--- config.mk ---
export PLATFORM = sky130hd
export DESIGN_NAME = inst_fetch_queue
export DESIGN_NICKNAME = d
export VERILOG_FILES = /design/src/rtl/inst_fetch_queue.sv
export SDC_FILE = /design/constraint.sdc
export NUM_CORES = 1
export LEC_CHECK = 0
export BUFFER_PORTS_ARGS = -buffer_cell sky130_fd_sc_hd__buf_2
export CORE_MARGIN = 2
export CORE_UTILIZATION = 45
export CTS_CLUSTER_DIAMETER = 60
export DETAILED_ROUTE_END_ITERATION = 10
export GPL_TIMING_DRIVEN = 0
export PLACE_DENSITY = 0.69
export SLEW_MARGIN = 20
export SYNTH_ARGS = -nofsm -noshare
export SYNTH_HDL_FRONTEND = slang
export SYNTH_SLANG_ARGS = --single-unit
--- constraint.sdc ---
create_clock -name clk -period 7.57 [get_ports clk]
set_clock_uncertainty 0.1 [all_clocks]
set_input_delay 0.757 -clock clk [delete_from_list [all_inputs] [get_ports clk]]
set_output_delay 0.757 -clock clk [all_outputs]
set_load 0.005 [all_outputs]
--- src/rtl/inst_fetch_queue.sv ---
// inst_fetch_queue
// Instruction-fetch front end: owns the fetch PC, drives a synchronous
// instruction ROM, and buffers {pc, inst} pairs in a DEPTH-entry FIFO that
// decode drains under a stall/valid handshake. A redirect flushes the queue
// and any in-flight fetch, then restarts fetch at the new PC.
//
// Ports
//   clk, rst        clock, asynchronous active-high reset
//   rom_ce_o        ROM request this cycle
//   rom_addr_o      ROM address (current fetch PC)
//   rom_data_i      ROM data, valid the cycle after a request
//   redirect_i      flush and restart fetch at redirect_pc_i
//   redirect_pc_i   new fetch PC
//   stall_i         decode cannot accept the head this cycle
//   id_valid_o      queue head valid
//   id_pc_o         head PC (0 when empty)
//   id_inst_o       head instruction (0 when empty)
//   count_o         occupied queue entries

module inst_fetch_queue #(
    parameter int unsigned       ADDR_W   = 32,
    parameter int unsigned       DATA_W   = 32,
    parameter int unsigned       DEPTH    = 4,
    parameter logic [ADDR_W-1:0] RESET_PC = '0,
    parameter int unsigned       PC_STEP  = 4
) (
    input  logic                     clk,
    input  logic                     rst,
    output logic                     rom_ce_o,
    output logic [ADDR_W-1:0]        rom_addr_o,
    input  logic [DATA_W-1:0]        rom_data_i,
    input  logic                     redirect_i,
    input  logic [ADDR_W-1:0]        redirect_pc_i,
    input  logic                     stall_i,
    output logic                     id_valid_o,
    output logic [ADDR_W-1:0]        id_pc_o,
    output logic [DATA_W-1:0]        id_inst_o,
    output logic [$clog2(DEPTH):0]   count_o
);

    localparam int unsigned PTR_W = $clog2(DEPTH);
    localparam int unsigned CNT_W = PTR_W + 1;
    localparam int unsigned OCC_W = CNT_W + 1;

    // Architectural state
    logic [ADDR_W-1:0] fetch_pc_q, fetch_pc_d;
    logic [ADDR_W-1:0] req_pc_q,   req_pc_d;
    logic              inflight_q, inflight_d;
    logic [PTR_W-1:0]  rd_ptr_q,   rd_ptr_d;
    logic [PTR_W-1:0]  wr_ptr_q,   wr_ptr_d;
    logic [CNT_W-1:0]  count_q,    count_d;

    // Queue storage; contents are don't-care outside the occupied window
    logic [ADDR_W-1:0] pc_mem   [DEPTH];
    logic [DATA_W-1:0] inst_mem [DEPTH];

    logic [OCC_W-1:0]  occupancy;
    logic              issue;
    logic              push;
    logic              pop;
    logic              head_valid;

    // Handshake decode. The credit check counts the outstanding request as
    // occupied and deliberately ignores a same-cycle pop.
    always_comb begin
        occupancy  = OCC_W'(count_q) + OCC_W'(inflight_q);
        head_valid = (count_q != '0);
        issue      = !rst && !redirect_i && (occupancy < OCC_W'(DEPTH));
        push       = inflight_q && !redirect_i;
        pop        = head_valid && !stall_i && !redirect_i;
    end

    // Next-state logic; redirect outranks issue, push and pop
    always_comb begin
        fetch_pc_d = fetch_pc_q;
        req_pc_d   = req_pc_q;
        inflight_d = 1'b0;
        rd_ptr_d   = rd_ptr_q;
        wr_ptr_d   = wr_ptr_q;
        count_d    = count_q;

        if (redirect_i) begin
            // The response landing this cycle belongs to the old path: drop it
            fetch_pc_d = redirect_pc_i;
            rd_ptr_d   = '0;
            wr_ptr_d   = '0;
            count_d    = '0;
        end else begin
            if (issue) begin
                fetch_pc_d = fetch_pc_q + ADDR_W'(PC_STEP);
                req_pc_d   = fetch_pc_q;
                inflight_d = 1'b1;
            end
            if (push) begin
                wr_ptr_d = wr_ptr_q + PTR_W'(1);
            end
            if (pop) begin
                rd_ptr_d = rd_ptr_q + PTR_W'(1);
            end
            unique case ({push, pop})
                2'b10:   count_d = count_q + CNT_W'(1);
                2'b01:   count_d = count_q - CNT_W'(1);
                default: count_d = count_q;
            endcase
        end
    end

    // State registers
    always_ff @(posedge clk or posedge rst) begin
        if (rst) begin
            fetch_pc_q <= RESET_PC;
            req_pc_q   <= '0;
            inflight_q <= 1'b0;
            rd_ptr_q   <= '0;
            wr_ptr_q   <= '0;
            count_q    <= '0;
        end else begin
            fetch_pc_q <= fetch_pc_d;
            req_pc_q   <= req_pc_d;
            inflight_q <= inflight_d;
            rd_ptr_q   <= rd_ptr_d;
            wr_ptr_q   <= wr_ptr_d;
            count_q    <= count_d;
        end
    end

    // Queue write port; pairs the returning word with the PC that requested it
    always_ff @(posedge clk) begin
        if (push) begin
            pc_mem[wr_ptr_q]   <= req_pc_q;
            inst_mem[wr_ptr_q] <= rom_data_i;
        end
    end

    // Outputs: ROM side straight from the fetch PC, decode side from the head
    always_comb begin
        rom_ce_o   = issue;
        rom_addr_o = fetch_pc_q;
        id_valid_o = head_valid;
        id_pc_o    = head_valid ? pc_mem[rd_ptr_q]   : '0;
        id_inst_o  = head_valid ? inst_mem[rd_ptr_q] : '0;
        count_o    = count_q;
    end

endmodule

==> results of run 1 <==
[synth_stat cells (all sizes together), types with 4 or more instances]
cell | n | area share, %
o311ai | 5 | 0.33
buf | 20 | 0.71
or4 | 4 | 0.24
edfxtp | 256 | 58
nand3 | 17 | 0.81
nand4 | 10 | 0.52
inv | 11 | 0.31
nand3b | 4 | 0.23
a21oi | 4 | 0.15
o211ai | 9 | 0.51
dfrtp | 72 | 14
ha | 5 | 0.47
nor2b | 5 | 0.24
nand2b | 4 | 0.19
mux2i | 9 | 0.68
nand2 | 132 | 3.7
mux4 | 64 | 11
xnor2 | 5 | 0.33
nor2 | 21 | 0.65
a221o | 5 | 0.39
nor3 | 7 | 0.26
and2 | 71 | 3.4
o21ai | 16 | 0.61
clkbuf | 20 | 0.72
[registers in the layout, indices dropped and copies added (netlist names)]
register and cells:
req_pc_q 32, inflight_q 1, wr_ptr_q 2, rd_ptr_q 2, inst_mem 128, count_o 3
pc_mem 128, rom_addr_o 32
[worst paths after layout]
path	endpoint	slack, ns	cells past startpoint
worst min-delay path	rom_addr_o[7]	0.1	2
worst min register to register	req_pc_q[0]	0.42	2
max in group asynchronous	req_pc_q[28]	6.70	3
min in group clk	rom_addr_o[7]	0.35	3
worst max-delay path	id_pc_o[9]	4.05	5
worst max register to register	req_pc_q[2]	5.30	8
[power by group]
group          switching, W  internal (W)
clock              0.000667       0.00101
sequential         0.000171       0.00219
combinational      0.000644      0.000613
total               0.00148       0.00381
[per-layer routing]
layer | GRT usage (%) | vias to the layer above | wire length [µm]
met1 | 26.8 | 3858 | 12500
met3 | 2.92 | 46 | 1580
met5 | 0 | - | 0
li1 | - | 3476 | -
met4 | 4.79 | 0 | 532
met2 | 28.4 | 276 | 13100
[area by class of cell]
cell class                      count  area [µm²]
Clock inverter                     16         144
Multi-Input combinational cell    425        3520
Fill cell                        2350       13000
Timing Repair Buffer              173         963
Clock buffer                       47        1000
Inverter                           11        43.8
Buffer                             40         189
Sequential cell                   328        9490
Tap cell                          384         480
[stage by stage]
| step | cell area (µm²) | cells | hold WS, ns | setup WS [ns] |
|---|---|---|---|---|
| final | 15800 | 1424 | 0.0995 | 4.05 |
| after detailed placement | 14700 | 1361 | 0.400 | 3.88 |
| after CTS | 15800 | 1424 | 0.0912 | 3.96 |
| after floorplan | 13200 | 804 | 0.376 | 4.39 |
| after global placement | 14500 | 1356 | 0.392 | 2.86 |
| after global routing | 15800 | 1424 | 0.102 | 3.87 |
[kinds of logic after synthesis]
group,share of synthesized area [%]
AND/OR/NAND/NOR,10.8
multiplexers,11.8
flip-flops,71.8
AO/OA/AOI/OAI,2.86
adder cells (fa/ha/maj),0.624
XOR/XNOR,0.464
buffers and inverters,1.74
==> impl_metrics.json, run 1 <==
{
  "area_delta_synth_final_pct": 19.7,
  "reg2reg_from": "count_o[2]",
  "clock-sinks": 328,
  "grt-ovfl-total": 0,
  "postRouteAntennaNets": 0,
  "core_um2": 28900,
  "die_h_um": 175,
  "crit_required_ns": 6.71,
  "final_cell_mix": "edfxtp_1 (256), buf_2 (177), nand2_1 (132), dfrtp_1 (72), and2_1 (67)",
  "grt_max_degree": 57,
  "path_cells": "clkbuf_1 > buf_1 > mux4_2 > and2_1 > buf_2",
  "cts.clk_slew.worst_paths_ns": 0.06,
  "leakage_nw": 5.94,
  "ys_ff_latch": 328,
  "start_kind": "flop",
  "cts_resized": 0,
  "slew_headroom_pct": 39.0,
  "worst_path_max_delay_cell": "buf_1",
  "firstDrtPassIters": 5,
  "antenna_found_initial": 0,
  "clock_latency_ns": 0.50,
  "postSynth.asyncResetShare_pct": 22.0,
  "port_buffers": 168,
  "wl_um": 27600,
  "route.detailed.drc": 0,
  "cts_root_buf": "clkbuf_16",
  "hp-class": "primary input to async pin",
  "syn_inst": 804,
  "period_share_pct": 46.5,
  "num_vias": 7656,
  "cts_setup_buffers": 0,
  "fmax_ghz": 0.284,
  "min_period_ns": 3.52,
  "track_usage_pct": 18.2,
  "synth_ff_type": "edfxtp_1",
  "power.total_w": 0.00530,
  "finalHoldViolCount": 0,
  "grt_pass1_wl_um": 43100,
  "setup_viol": 0,
  "h-tree-depth": 2,
  "avgSynthCellArea_um2": 16.4,
  "final.setup.tns_ns": 0,
  "synth_area_um2": 13200,
  "start_util_pct": 45.8,
  "crit_fanout": 10,
  "num_io_pins": 169,
  "viasPerCell": 5.38,
  "drv_cap": 0,
  "ir_drop_v": 0.000158,
  "first_iter_violations": 625,
  "end_kind": "primary output",
  "syn_nets": 878,
  "cts_tree": "done",
  "slowest_delay_ns": 0.56,
  "cts_buffer_depth": 3,
  "ys_seq_area_share_pct": 71.8,
  "hold_buffers": 0,
  "diodes": 0,
  "crit_family": "buffers and inverters",
  "crit_buf_inv": 3,
  "rsz0062_at_grt": "false",
  "drv_slew": 0,
  "synth_edf_count": 256,
  "yosysUniqueCellTypes": 53,
  "dieWidth_um": 175,
  "final_layout_size_suffix_gt1_share_pct": 30.8,
  "fin_nets": 1088,
  "post-route-util_pct": 54.9,
  "place_congestion": 0.861,
  "critical_path.startpoint": "rd_ptr_q[1]",
  "layout_commonest_cell": "edfxtp_1",
  "wl_per_cell_um": 19.4,
  "cts_made_buffers": 35,
  "crit_arrival_ns": 2.67,
  "worstMarginPinSlew_ns": 0.915,
  "yosys_warnings": 0,
  "hpwlAfterDp_um": 18000,
  "run_status": "complete, no violations",
  "worstSetupPathType": "flop to primary output",
  "grt_pass1_vias": 7574,
  "power.density_nw_per_um2": 335,
  "die_area_um2": 30800,
  "row_count": 62
}
(Power assumes the default switching activity.)
==> inputs of run 2 (changes only) <==
--- a/config.mk
+++ b/config.mk
@@ -11,7 +11,7 @@
 export CTS_CLUSTER_DIAMETER = 60
 export DETAILED_ROUTE_END_ITERATION = 10
 export GPL_TIMING_DRIVEN = 0
-export PLACE_DENSITY = 0.69
+export PLACE_DENSITY = 0.71
 export SLEW_MARGIN = 20
 export SYNTH_ARGS = -nofsm -noshare
 export SYNTH_HDL_FRONTEND = slang
==> constraint.sdc (replaced) <==
create_clock -name clk -period 3.2 [get_ports clk]
set_clock_uncertainty 0.1 [all_clocks]
set_input_delay 0.32 -clock clk [delete_from_list [all_inputs] [get_ports clk]]
set_output_delay 0.32 -clock clk [all_outputs]
set_load 0.005 [all_outputs]
==> run 2 against run 1 <==
  * Global-route usage up 0.94 points
  * Critical path depth decreased by 1
  * Worst setup slack lost 3.8 ns
  * Sequential cell count stayed put
  * Count of clock-buffer cells in the layout is 2 lower
  * Clock power up 130%
  * Non-clock buffer count is 57 higher
  * First-iteration DRC count increased by 11%
  * Wire length rose by 5.0%
==> impl_metrics.json, run 2 (same netlist as run 1, synthesis figures left out) <==
{
  "hpwlAfterDp_um": 18500,
  "place_congestion": 0.871,
  "port_buffers": 168,
  "power.density_nw_per_um2": 764,
  "crit_required_ns": 2.78,
  "track_usage_pct": 19.1,
  "cts.clk_slew.worst_paths_ns": 0.06,
  "start_util_pct": 45.8,
  "slowest_delay_ns": 0.71,
  "first_iter_violations": 693,
  "p_int_w": 0.00899,
  "crit_family": "flip-flops",
  "post-route-util_pct": 56.7,
  "biggestRegsByFlops": "inst_mem: 128 flops, pc_mem: 128 flops",
  "diodes": 0,
  "p_clk_share_pct": 31.0,
  "postRouteAntennaNets": 0,
  "fmax_ghz": 0.341,
  "r2r_cells": 8,
  "run_status": "complete, no violations",
  "wl_per_cell_um": 19.6,
  "die_area_um2": 30800,
  "p_seq_share_pct": 44.9,
  "cts_root_buf": "clkbuf_16",
  "worstSetupPathType": "flop to primary output",
  "final_layout_size_suffix_gt1_share_pct": 28.6,
  "clock_latency_ns": 0.50,
  "worstMarginPinSlew_ns": 0.904,
  "cts_made_buffers": 35,
  "fillCellCount": 2273,
  "placed_area_um2": 14700,
  "grt-ovfl-total": 0,
  "worst_path_max_delay_cell": "dfrtp_1",
  "dieWidth_um": 175,
  "route.detailed.drc": 0,
  "use_met1_pct": 26.8,
  "design_area_um2": 16400,
  "path_cells": "clkbuf_1 > mux4_2 > and2_1 > buf_2",
  "holdPathStages": 3,
  "cp.depth": 4,
  "rrSetupSlack_ns": 0.95,
  "area_delta_synth_final_pct": 23.7,
  "leakage_nw": 6.16,
  "cts_tree": "done",
  "firstDrtPassIters": 5,
  "min_period_ns": 2.93,
  "power.switching_w": 0.00351,
  "setup_slack_ns": 0.268,
  "power_frac_comb_pct": 24.1,
  "min-delay-start": "redirect_pc_i[24]",
  "end_kind": "primary output",
  "rsz0062_at_grt": "false",
  "num_vias": 7831,
  "grt_max_degree": 47,
  "antenna_found_initial": 0,
  "finalNonFillerCells": 1480,
  "min_to": "rom_addr_o[24]",
  "crit_buf_inv": 2,
  "dp_slack_ns": -0.0644,
  "wl_um": 29000,
  "power.total_w": 0.0125,
  "cts_buffer_depth": 3,
  "post-place-cells": 1361,
  "slew_headroom_pct": 39.7,
  "setup_viol": 0,
  "clock-sinks": 328,
  "die_h_um": 175,
  "ir_drop_v": 0.000593,
  "drv_slew": 0,
  "core_um2": 28900,
  "p_sw_share_pct": 28.1,
  "hp-class": "primary input to flop",
  "use_met2_pct": 31.1,
  "num_io_pins": 169,
  "grtUsageMet3_pct": 3.74,
  "reg2reg_from": "count_o[2]",
  "crit_fanout": 11,
  "reg2reg_to": "req_pc_q[3]",
  "final_cell_mix": "edfxtp_1 (256), buf_2 (177), nand2_1 (132), dfrtp_1 (72), and2_1 (67)",
  "start_kind": "flop",
  "crit_arrival_ns": 2.51,
  "layout_commonest_cell": "edfxtp_1",
  "finalHoldViolCount": 0,
  "fin_nets": 1145,
  "cts_resized": 0,
  "period_share_pct": 91.6,
  "h-tree-depth": 2,
  "grt_pass1_vias": 7871,
  "viasPerCell": 5.29,
  "drv_cap": 0,
  "busiest_layer": "met2",
  "grt_pass1_wl_um": 45000,
  "row_count": 62
}
## run 2: changes by cell type in the layout (fill, tap and decap cells not counted)
cell	previous run	this run
clkbuf_1	25	22
clkbuf_16	38	37
buf_16	3	1
clkinv_4	2	1
clkinv_2	7	4
buf_12	2	4
clkinv_1	2	8
dlygate4sd3_1	0	59
clkinvlp_4	2	1
## run 2: worst reg2reg max path: stages (launching register included)
cell and delay, ns:
dfrtp_1 0.41, nor3_1 0.24, nand2_1 0.15, inv_1 0.12
clkbuf_8 0.17, buf_2 0.24, buf_1 0.47, nand2_1 0.19
nand2_1 0.10
## run 2: layout make-up
| cell class | instances | area (µm²) | share of cell area, % |
|---|---|---|---|
| sequential | 328 | 9490 | 58.0 |
| multi-input combinational | 425 | 3520 | 21.5 |
| timing repair buffer | 232 | 1540 | 9.41 |
| clock buffer | 45 | 976 | 5.97 |
| tap | 384 | 480 | 2.94 |
| buffer | 38 | 181 | 1.11 |
| clock inverter | 17 | 135 | 0.826 |
| inverter | 11 | 43.8 | 0.268 |
## run 2: through the flow
step	hold WS [ns]	setup TNS [ns]
floorplan	0.319	0
global placement	0.393	-264.06
detailed placement	0.318	-0.0644
CTS	0.00387	0
global route	0.0341	0
finish	0.0240	0
## run 2: worst max-delay path by stage
stage,startpoint,end,slack [ns]
detailed placement,redirect_i,count_o[2],-0.06
global placement,redirect_i,inst_mem[1][9],-1.03
floorplan,redirect_i,inst_mem[0][0],0.46
CTS,count_o[0],id_inst_o[2],0.14
finish,rd_ptr_q[1],id_inst_o[27],0.27
global route,rd_ptr_q[0],id_pc_o[12],0.10
## run 2: timing repair
action | CTS | global route
buffers inserted | 0 | 0
setup endpoints to repair | 6 | 3
endpoints found under the hold margin | 193 | 0
hold buffers | 59 | 0
pin swaps | 0 | 0
## run 2: power by group through the flow
stage	Clock, W	Sequential [W]	Combinational (W)
final	0.00388	0.00561	0.00302
after global routing	0.00413	0.00568	0.00337
after CTS	0.00396	0.00561	0.00311
after detailed placement	0	0.00568	0.00305
after global placement	0	0.00566	0.00299
after floorplan	0	0.00555	0.00185
## run 2: metal layers
| layer | up-vias | share of wire [%] |
|---|---|---|
| li1 | 3583 | - |
| met1 | 3894 | 44 |
| met2 | 311 | 48 |
| met3 | 43 | 6.4 |
| met4 | 0 | 1.7 |
| met5 | - | 0 |
